===== src/rtl/ppu_bus_ctrl_pkg.sv =====
// Shared definitions for the PPU bus controller: register offsets,
// nametable mirroring modes and DMA state encodings.
package ppu_bus_ctrl_pkg;

  localparam logic [2:0] REG_CTRL1   = 3'd0;
  localparam logic [2:0] REG_CTRL2   = 3'd1;
  localparam logic [2:0] REG_STATUS  = 3'd2;
  localparam logic [2:0] REG_OAMADDR = 3'd3;
  localparam logic [2:0] REG_OAMDATA = 3'd4;
  localparam logic [2:0] REG_SCROLL  = 3'd5;
  localparam logic [2:0] REG_ADDR    = 3'd6;
  localparam logic [2:0] REG_DATA    = 3'd7;

  localparam logic [15:0] REG_OAMDMA = 16'h4014;

  localparam int MIRROR_HORZ   = 0;
  localparam int MIRROR_VERT   = 1;
  localparam int MIRROR_SINGLE = 2;
  localparam int MIRROR_FOUR   = 3;

  localparam logic [13:0] PAL_BASE  = 14'h3F00;
  localparam logic [13:0] NT_BASE   = 14'h2000;
  localparam logic [13:0] PAL_PHYS  = 14'h3000;
  localparam logic [13:0] PAL_TO_NT = 14'h1000;

  typedef enum logic [1:0] {
    DMA_IDLE  = 2'd0,
    DMA_ALIGN = 2'd1,
    DMA_RD    = 2'd2,
    DMA_WR    = 2'd3
  } dma_state_t;

  // $2000-$3FFF: the eight PPU registers repeat every 8 bytes.
  function automatic logic is_ppu_reg(input logic [15:0] addr);
    return addr[15:13] == 3'b001;
  endfunction

endpackage


===== src/rtl/ppu_bus_ctrl_if.sv =====
// CPU-side register bus of the PPU bus controller.
interface ppu_bus_ctrl_if;

  logic [15:0] cpu_addr;
  logic [7:0]  cpu_data_in;
  logic [7:0]  cpu_data_out;
  logic        cpu_write_en;
  logic        cpu_read_en;
  logic        cpu_stall;

  modport master (
    output cpu_addr, cpu_data_in, cpu_write_en, cpu_read_en,
    input  cpu_data_out, cpu_stall
  );

  modport slave (
    input  cpu_addr, cpu_data_in, cpu_write_en, cpu_read_en,
    output cpu_data_out, cpu_stall
  );

endinterface


===== src/rtl/ppu_addr_map.sv =====
// Folds a 14-bit PPU pointer onto physical VRAM: pattern tables pass through,
// nametables fold by mirroring mode, palette entries land at $3000+.
module ppu_addr_map
  import ppu_bus_ctrl_pkg::*;
#(
  parameter int MIRROR  = 1,
  parameter int VRAM_AW = 14
) (
  input  logic [13:0]        ptr,
  output logic [VRAM_AW-1:0] addr
);

  logic [11:0] nt_off;
  logic [4:0]  pal;
  logic [13:0] phys;

  always_comb begin
    case (MIRROR)
      MIRROR_HORZ:   nt_off = {1'b0, ptr[11], ptr[9:0]};
      MIRROR_VERT:   nt_off = {1'b0, ptr[10], ptr[9:0]};
      MIRROR_SINGLE: nt_off = {2'b00, ptr[9:0]};
      default:       nt_off = ptr[11:0];
    endcase

    // Sprite backdrop entries $3F10/$14/$18/$1C share storage with $3F00/$04/$08/$0C.
    pal = ptr[4:0];
    if (pal[1:0] == 2'b00) pal[4] = 1'b0;

    if (ptr < NT_BASE)       phys = ptr;
    else if (ptr < PAL_BASE) phys = NT_BASE | {2'b00, nt_off};
    else                     phys = PAL_PHYS | {9'd0, pal};
  end

  assign addr = VRAM_AW'(phys);

endmodule


===== src/rtl/ppu_bus_ctrl.sv =====
// CPU-facing PPU register file ($2000-$2007 mirrored, $4014) with VRAM/OAM
// access paths and the 513-cycle sprite DMA engine.
module ppu_bus_ctrl
  import ppu_bus_ctrl_pkg::*;
#(
  parameter int MIRROR  = 1,
  parameter int DMA_EN  = 1,
  parameter int VRAM_AW = 14
) (
  input  logic               clk,
  input  logic               rst,
  ppu_bus_ctrl_if.slave      bus,
  output logic [7:0]         ppu_ctrl1,
  output logic [7:0]         ppu_ctrl2,
  input  logic [7:0]         ppu_status,
  output logic               ppu_status_read,
  output logic [7:0]         scroll_x,
  output logic [7:0]         scroll_y,
  output logic [VRAM_AW-1:0] vram_addr,
  output logic [7:0]         vram_wdata,
  output logic               vram_we,
  input  logic [7:0]         vram_rdata,
  output logic [7:0]         oam_addr,
  output logic [7:0]         oam_wdata,
  output logic               oam_we,
  input  logic [7:0]         oam_rdata,
  output logic [15:0]        dma_addr,
  output logic               dma_rd_en,
  input  logic [7:0]         dma_rdata
);

  dma_state_t  dma_state, dma_state_nxt;
  logic [7:0]  dma_page;
  logic [7:0]  dma_idx;
  logic        dma_rd, dma_wr, dma_start;

  logic [13:0] ptr, fill_ptr, map_ptr, ptr_inc;
  logic        w;
  logic        status_held;
  logic        fill_pend;
  logic [7:0]  rd_buf;

  logic        busy, cpu_wr, cpu_rd, sel_reg;
  logic [2:0]  reg_sel;
  logic        data_acc, status_rd, oam_cpu_we, pal_hit;

  assign busy    = (dma_state != DMA_IDLE);
  assign cpu_wr  = bus.cpu_write_en && !busy;
  assign cpu_rd  = bus.cpu_read_en && !bus.cpu_write_en && !busy;
  assign sel_reg = is_ppu_reg(bus.cpu_addr);
  assign reg_sel = bus.cpu_addr[2:0];

  assign dma_start  = cpu_wr && (bus.cpu_addr == REG_OAMDMA) && (DMA_EN != 0);
  assign data_acc   = sel_reg && (reg_sel == REG_DATA) && (cpu_wr || cpu_rd);
  assign status_rd  = sel_reg && (reg_sel == REG_STATUS) && cpu_rd;
  assign oam_cpu_we = sel_reg && (reg_sel == REG_OAMDATA) && cpu_wr;
  assign pal_hit    = (ptr >= PAL_BASE);
  assign ptr_inc    = ppu_ctrl1[2] ? 14'd32 : 14'd1;

  // DMA state register
  always_ff @(posedge clk) begin
    if (rst) dma_state <= DMA_IDLE;
    else     dma_state <= dma_state_nxt;
  end

  always_comb begin
    dma_state_nxt = dma_state;
    dma_rd        = 1'b0;
    dma_wr        = 1'b0;
    case (dma_state)
      DMA_IDLE:  if (dma_start) dma_state_nxt = DMA_ALIGN;
      DMA_ALIGN: dma_state_nxt = DMA_RD;
      DMA_RD: begin
        dma_rd        = 1'b1;
        dma_state_nxt = DMA_WR;
      end
      DMA_WR: begin
        dma_wr        = 1'b1;
        dma_state_nxt = (dma_idx == 8'hFF) ? DMA_IDLE : DMA_RD;
      end
    endcase
  end

  // Strobes drop in the reset cycle itself so nothing leaks out while aborting.
  assign bus.cpu_stall = busy && !rst;
  assign dma_rd_en     = dma_rd && !rst;
  assign dma_addr      = {dma_page, dma_idx};
  assign oam_we        = (oam_cpu_we || dma_wr) && !rst;
  assign oam_wdata     = dma_wr ? dma_rdata : bus.cpu_data_in;
  assign vram_we       = data_acc && cpu_wr && !rst;
  assign vram_wdata    = bus.cpu_data_in;

  // A pending palette-shadow fill borrows the VRAM port when no $2007 access needs it.
  assign map_ptr = (fill_pend && !data_acc) ? fill_ptr : ptr;

  ppu_addr_map #(
    .MIRROR  (MIRROR),
    .VRAM_AW (VRAM_AW)
  ) u_addr_map (
    .ptr  (map_ptr),
    .addr (vram_addr)
  );

  always_comb begin
    bus.cpu_data_out = 8'h00;
    if (cpu_rd && sel_reg) begin
      case (reg_sel)
        REG_STATUS:  bus.cpu_data_out = ppu_status;
        REG_OAMDATA: bus.cpu_data_out = oam_rdata;
        REG_DATA:    bus.cpu_data_out = pal_hit ? vram_rdata : rd_buf;
        default:     bus.cpu_data_out = 8'h00;
      endcase
    end
  end

  // Register file and pointer state
  always_ff @(posedge clk) begin
    if (rst) begin
      ppu_ctrl1       <= 8'h00;
      ppu_ctrl2       <= 8'h00;
      scroll_x        <= 8'h00;
      scroll_y        <= 8'h00;
      oam_addr        <= 8'h00;
      ppu_status_read <= 1'b0;
      status_held     <= 1'b0;
      ptr             <= 14'h0000;
      w               <= 1'b0;
      rd_buf          <= 8'h00;
      fill_pend       <= 1'b0;
      dma_idx         <= 8'h00;
    end else begin
      status_held     <= status_rd;
      ppu_status_read <= status_rd && !status_held;
      if (status_rd) w <= 1'b0;

      if (cpu_wr && sel_reg) begin
        case (reg_sel)
          REG_CTRL1:   ppu_ctrl1 <= bus.cpu_data_in;
          REG_CTRL2:   ppu_ctrl2 <= bus.cpu_data_in;
          REG_OAMADDR: oam_addr  <= bus.cpu_data_in;
          REG_SCROLL: begin
            if (!w) scroll_x <= bus.cpu_data_in;
            else    scroll_y <= bus.cpu_data_in;
            w <= !w;
          end
          REG_ADDR: begin
            if (!w) ptr[13:8] <= bus.cpu_data_in[5:0];
            else    ptr[7:0]  <= bus.cpu_data_in;
            w <= !w;
          end
          default: ;
        endcase
      end

      if (oam_cpu_we || dma_wr) oam_addr <= oam_addr + 8'd1;

      if (dma_start)   dma_idx <= 8'h00;
      else if (dma_wr) dma_idx <= dma_idx + 8'd1;

      // A fresh $2007 access supersedes any fill still waiting for the port.
      if (data_acc) begin
        ptr       <= ptr + ptr_inc;
        fill_pend <= cpu_rd && pal_hit;
        if (cpu_rd && !pal_hit) rd_buf <= vram_rdata;
      end else if (fill_pend) begin
        rd_buf    <= vram_rdata;
        fill_pend <= 1'b0;
      end
    end
  end

  always_ff @(posedge clk) begin
    if (dma_start) dma_page <= bus.cpu_data_in;
    if (data_acc && cpu_rd && pal_hit) fill_ptr <= ptr - PAL_TO_NT;
  end

endmodule


===== src/flat_wrapper.sv =====
// flat-port wrapper written by rule: the top's interface ports become plain ports
module ppu_bus_ctrl_flat import ppu_bus_ctrl_pkg::*;
#(
  parameter int MIRROR  = 1,
  parameter int DMA_EN  = 1,
  parameter int VRAM_AW = 14
)
  (clk, rst, ppu_ctrl1, ppu_ctrl2, ppu_status, ppu_status_read, scroll_x, scroll_y, vram_addr, vram_wdata, vram_we, vram_rdata, oam_addr, oam_wdata, oam_we, oam_rdata, dma_addr, dma_rd_en, dma_rdata, bus_cpu_addr, bus_cpu_data_in, bus_cpu_write_en, bus_cpu_read_en, bus_cpu_data_out, bus_cpu_stall);
  ppu_bus_ctrl_if bus_i ();
  input  logic clk;
  input  logic rst;
  output logic [7:0] ppu_ctrl1;
  output logic [7:0] ppu_ctrl2;
  input  logic [7:0] ppu_status;
  output logic ppu_status_read;
  output logic [7:0] scroll_x;
  output logic [7:0] scroll_y;
  output logic [VRAM_AW-1:0] vram_addr;
  output logic [7:0] vram_wdata;
  output logic vram_we;
  input  logic [7:0] vram_rdata;
  output logic [7:0] oam_addr;
  output logic [7:0] oam_wdata;
  output logic oam_we;
  input  logic [7:0] oam_rdata;
  output logic [15:0] dma_addr;
  output logic dma_rd_en;
  input  logic [7:0] dma_rdata;
  input wire logic [$bits(bus_i.cpu_addr)-1:0] bus_cpu_addr;
  input wire logic [$bits(bus_i.cpu_data_in)-1:0] bus_cpu_data_in;
  input wire logic [$bits(bus_i.cpu_write_en)-1:0] bus_cpu_write_en;
  input wire logic [$bits(bus_i.cpu_read_en)-1:0] bus_cpu_read_en;
  output wire logic [$bits(bus_i.cpu_data_out)-1:0] bus_cpu_data_out;
  output wire logic [$bits(bus_i.cpu_stall)-1:0] bus_cpu_stall;
  assign bus_i.cpu_addr = bus_cpu_addr;
  assign bus_i.cpu_data_in = bus_cpu_data_in;
  assign bus_i.cpu_write_en = bus_cpu_write_en;
  assign bus_i.cpu_read_en = bus_cpu_read_en;
  assign bus_cpu_data_out = bus_i.cpu_data_out;
  assign bus_cpu_stall = bus_i.cpu_stall;
  ppu_bus_ctrl #(.MIRROR(MIRROR), .DMA_EN(DMA_EN), .VRAM_AW(VRAM_AW)) u_core (.clk(clk), .rst(rst), .bus(bus_i), .ppu_ctrl1(ppu_ctrl1), .ppu_ctrl2(ppu_ctrl2), .ppu_status(ppu_status), .ppu_status_read(ppu_status_read), .scroll_x(scroll_x), .scroll_y(scroll_y), .vram_addr(vram_addr), .vram_wdata(vram_wdata), .vram_we(vram_we), .vram_rdata(vram_rdata), .oam_addr(oam_addr), .oam_wdata(oam_wdata), .oam_we(oam_we), .oam_rdata(oam_rdata), .dma_addr(dma_addr), .dma_rd_en(dma_rd_en), .dma_rdata(dma_rdata));
endmodule

===== config.mk =====
export PLATFORM = sky130hd
export DESIGN_NAME = ppu_bus_ctrl_flat
export DESIGN_NICKNAME = d
export VERILOG_FILES = /design/src/rtl/ppu_bus_ctrl_pkg.sv /design/src/rtl/ppu_bus_ctrl_if.sv /design/src/rtl/ppu_addr_map.sv /design/src/rtl/ppu_bus_ctrl.sv /design/src/flat_wrapper.sv
export SDC_FILE = /design/constraint.sdc
export NUM_CORES = 1
export LEC_CHECK = 0
export BUFFER_PORTS_ARGS = -buffer_cell sky130_fd_sc_hd__buf_2
export CORE_MARGIN = 10
export CORE_UTILIZATION = 51
export CTS_CLUSTER_SIZE = 28
export DETAILED_ROUTE_END_ITERATION = 12
export PLACE_DENSITY = 0.8
export SYNTH_ARGS = -nofsm -noshare
export SYNTH_HDL_FRONTEND = slang
export SYNTH_SLANG_ARGS = --single-unit

===== constraint.sdc =====
create_clock -name clk -period 3 [get_ports clk]
set_input_delay 0.3 -clock clk [delete_from_list [all_inputs] [get_ports clk]]
set_output_delay 0.3 -clock clk [all_outputs]
set_load 0.005 [all_outputs]

==> impl_results.md <==
* # IOs at 159
* Max Slew Vio Count at 0
* Number of fill cells at 832
* DRT iter0 DRCs at 260
* Tot GR Track Use at 0.203
* Mux share of post-synthesis cell area at 0.103
* CP Launch Type: flip-flop
* CP bufs+invs at 1
* Hpwl dp at 11.1 mm
* Latest clock arrival within the worst-skew pair at 0.38 ns
* Hold slack at 0.163 ns
* Final min period at 2.72 ns
* Main area contributors after synthesis: dfxtp_1 31%, edfxtp_1 13%, mux2i_1 9.9%
* Ys async rst share at 0
* Period utilization at 0.908
* Critical-path cell list: or4b_2 -> or2_2 -> nor2_1 -> and2_1 -> buf_2
* FF+latch area at 2180 um2
* Design Area, Final at 6000 um2
* Final Wtd Congestion at 0.877
* Power Density at 417 nW/um2
* Die width at 119 um
* Critical path class: reg2out
* Via density at 5.63
* Largest family of logic cells by synthesized area: simple AND/OR/NAND/NOR gates
* CTS buffer count at 9
* Global-route wire length before repair at 24.0 mm
* Max incr delay on CP at 0.70 ns
* Antenna viol nets, final at 0
* Endpoint class of the critical path: primary output
* Synth Cell Area at 4960 um2
* Final Hold Fails at 0
* Antenna violations before repair at 0
* Largest net degree at the start of global routing at 50
* Avg WL per Cell at 18.1 um
* CP required at 2.70 ns
* # setup viols final at 0
* Clock H-tree levels at 3
* FP Rows at 35
* Layout cells sized above 1 at 0.289
* Synth Area in Compound Gates at 0.120
* Synth top area share at 0.307
* Non-Filler Instances at 822
* TNS Setup at 0 ns
* Fmax at 0.367 GHz
* Power Total at 2.50 mW
* Clock transition at path regs at 0.10 ns
* Mean post-synth cell area at 8.94 um2
* CTS Hold Buffers Added at 0
* CP Data Arrival Time at 2.42 ns
* Drt drc at 0
* Yosys top cell by area: dfxtp_1
* Die H at 119 um
* Area added between synthesis and finish at 20.9%
* Post-CTS Resized at 0
* Starting density of the core at 0.529
* Synth cell types at 64
* Post-DP Area at 5760 um2
* Clk buf depth at 2
* MaxCap Viol Count at 0
* Worst-Margin Slew at 0.842 ns
* Xor/xnor cell area share of the yosys netlist at 0.0230
* Vias in the first global route at 4619
* YS warnings at 0
* Multi-input logic area at 2520 um2
* Simple-Gate Fraction of Synth Area at 0.247
* CTS tree: done
* EDFF count, synth at 22
* Wirelength, routed at 14.8 mm
* Setup Skew at 0.0128 ns
* Post-synthesis adder-cell area fraction at 0.0151
* Total grt overflow at 0
* Unrepaired setup endpoints after global routing: false
* Die area at 14100 um2
* Dominant synthesized flop cell: dfxtp_1
* CP max stage cell: or4b_2
* Max-slew headroom at 0.439
* Crit-path max FO at 9
* Hold WC Path Type: in2reg
* Seq/Total Area, Yosys at 0.440
* DR pass1 iterations at 5
* IO buf count at 158
* Final nets at 754
* VDD IR max at 0.000325 V
* Core ar. at 9370 um2
* Ant diodes at 0
* CP delay by family, top: simple AND/OR/NAND/NOR gates
* Syn_nets at 621
* Setup Buffers After CTS at 0
* Root Driver: clkbuf_8
* Vias post-DR at 4627
* # clock sinks at 98
* Post-Place Cells at 806
* Synth Instances at 555
* Yosys reg bits at 98
* P_leak at 2.84 nW
* Outcome: completed
-- cell families (layout without fill, tap and decap cells) --
group | after synthesis | after routing
AO/OA/AOI/OAI | 85 | 85
XOR/XNOR | 13 | 13
adder cells (fa/ha/maj) | 6 | 6
buffers and inverters | 56 | 194
flip-flops | 98 | 98
multiplexers | 51 | 51
AND/OR/NAND/NOR | 246 | 246
-- report_power, final --
group,switching [mW],internal [mW],leakage (nW)
logic,0.104,0.0680,1.89
registers,0.00356,1.35,0.826
clock network,0.483,0.495,0.121
total,0.591,1.91,2.84
-- synth_stat cells, types with 5 or more instances --
master,n
or3_1,5
nor2b_1,5
nor3b_1,6
nand4_1,11
buf_4,8
a22oi_1,12
clkbuf_1,29
a21oi_1,19
a31oi_1,5
nor2_1,76
and2_1,12
nand3_1,12
inv_1,11
xor2_1,6
o22ai_1,8
and3_1,7
o21ai_0,11
ha_1,6
nand2_1,75
dfxtp_1,76
edfxtp_1,22
nor3_1,7
xnor2_1,7
mux2i_1,49
-- worst min-delay path: stages --
cell and delay [ns]:
buf_2 0.08, mux2i_1 0.05, nor2_1 0.07
-- flip-flops by register name (all words and copies together), names as in the netlist --
| register | cells |
|---|---|
| u_core.scroll_x | 8 |
| u_core.status_held | 1 |
| u_core.w | 1 |
| u_core.dma_state | 2 |
| u_core.fill_ptr | 14 |
| u_core.dma_page | 8 |
| u_core.rd_buf | 8 |
| u_core.oam_addr | 8 |
| u_core.ppu_ctrl1 | 8 |
| u_core.fill_pend | 1 |
| u_core.scroll_y | 8 |
| u_core.dma_idx | 8 |
| u_core.ppu_status_read | 1 |
| u_core.ppu_ctrl2 | 8 |
| u_core.ptr | 14 |
-- stage by stage --
stage	utilization	worst slack, ns
2_1_floorplan	-	0.482
4_1_cts	0.640	0.283
6_report	0.640	0.277
3_3_place_gp	0.615	0.606
3_5_place_dp	0.615	0.540
5_1_grt	0.640	0.134
-- cell usage in the layout, fill, tap and decap left out, types with 8 or more instances in the layout --
cell	synthesis	routed
buf_2	2	158
nor2_1	76	76
dfxtp_1	76	76
nand2_1	75	75
mux2i_1	49	49
edfxtp_1	22	22
a21oi_1	19	19
and2_1	12	12
nand3_1	12	12
a22oi_1	12	12
inv_1	11	11
o21ai_0	11	11
nand4_1	11	11
clkbuf_8	0	9
buf_4	8	9
o22ai_1	8	8
-- worst paths after layout --
check        slack, ns                                 to  cells past startpoint                              from
min               0.16      u_core.rd_buf[2]$_SDFFE_PP0P_                      3                     vram_rdata[2]
max reg2reg       0.72       u_core.fill_ptr[4]$_DFFE_PP_                      4  u_core.dma_state[1]$_SDFFE_PP0P_
min reg2reg       0.41  u_core.ppu_status_read$_SDFF_PP0_                      1     u_core.status_held$_SDFF_PP0_
max               0.28                bus_cpu_data_out[5]                      5  u_core.dma_state[1]$_SDFFE_PP0P_
-- routing by layer --
layer / GRT usage / vias up / part of all wire
li1: - / 2227 / -
met1: 0.224 / 2174 / 0.38
met2: 0.359 / 196 / 0.51
met3: 0.0700 / 30 / 0.086
met4: 0.0626 / 0 / 0.021
met5: 0 / - / 0
-- final cells by class --
type	count	share of cell area
clock buffer	11	0.0290
multi-input combinational	401	0.420
timing repair buffer	167	0.143
sequential	98	0.364
clock inverter	5	0.0104
inverter	11	0.00688
tap	129	0.0269
Power figures use the tool's default switching activity.
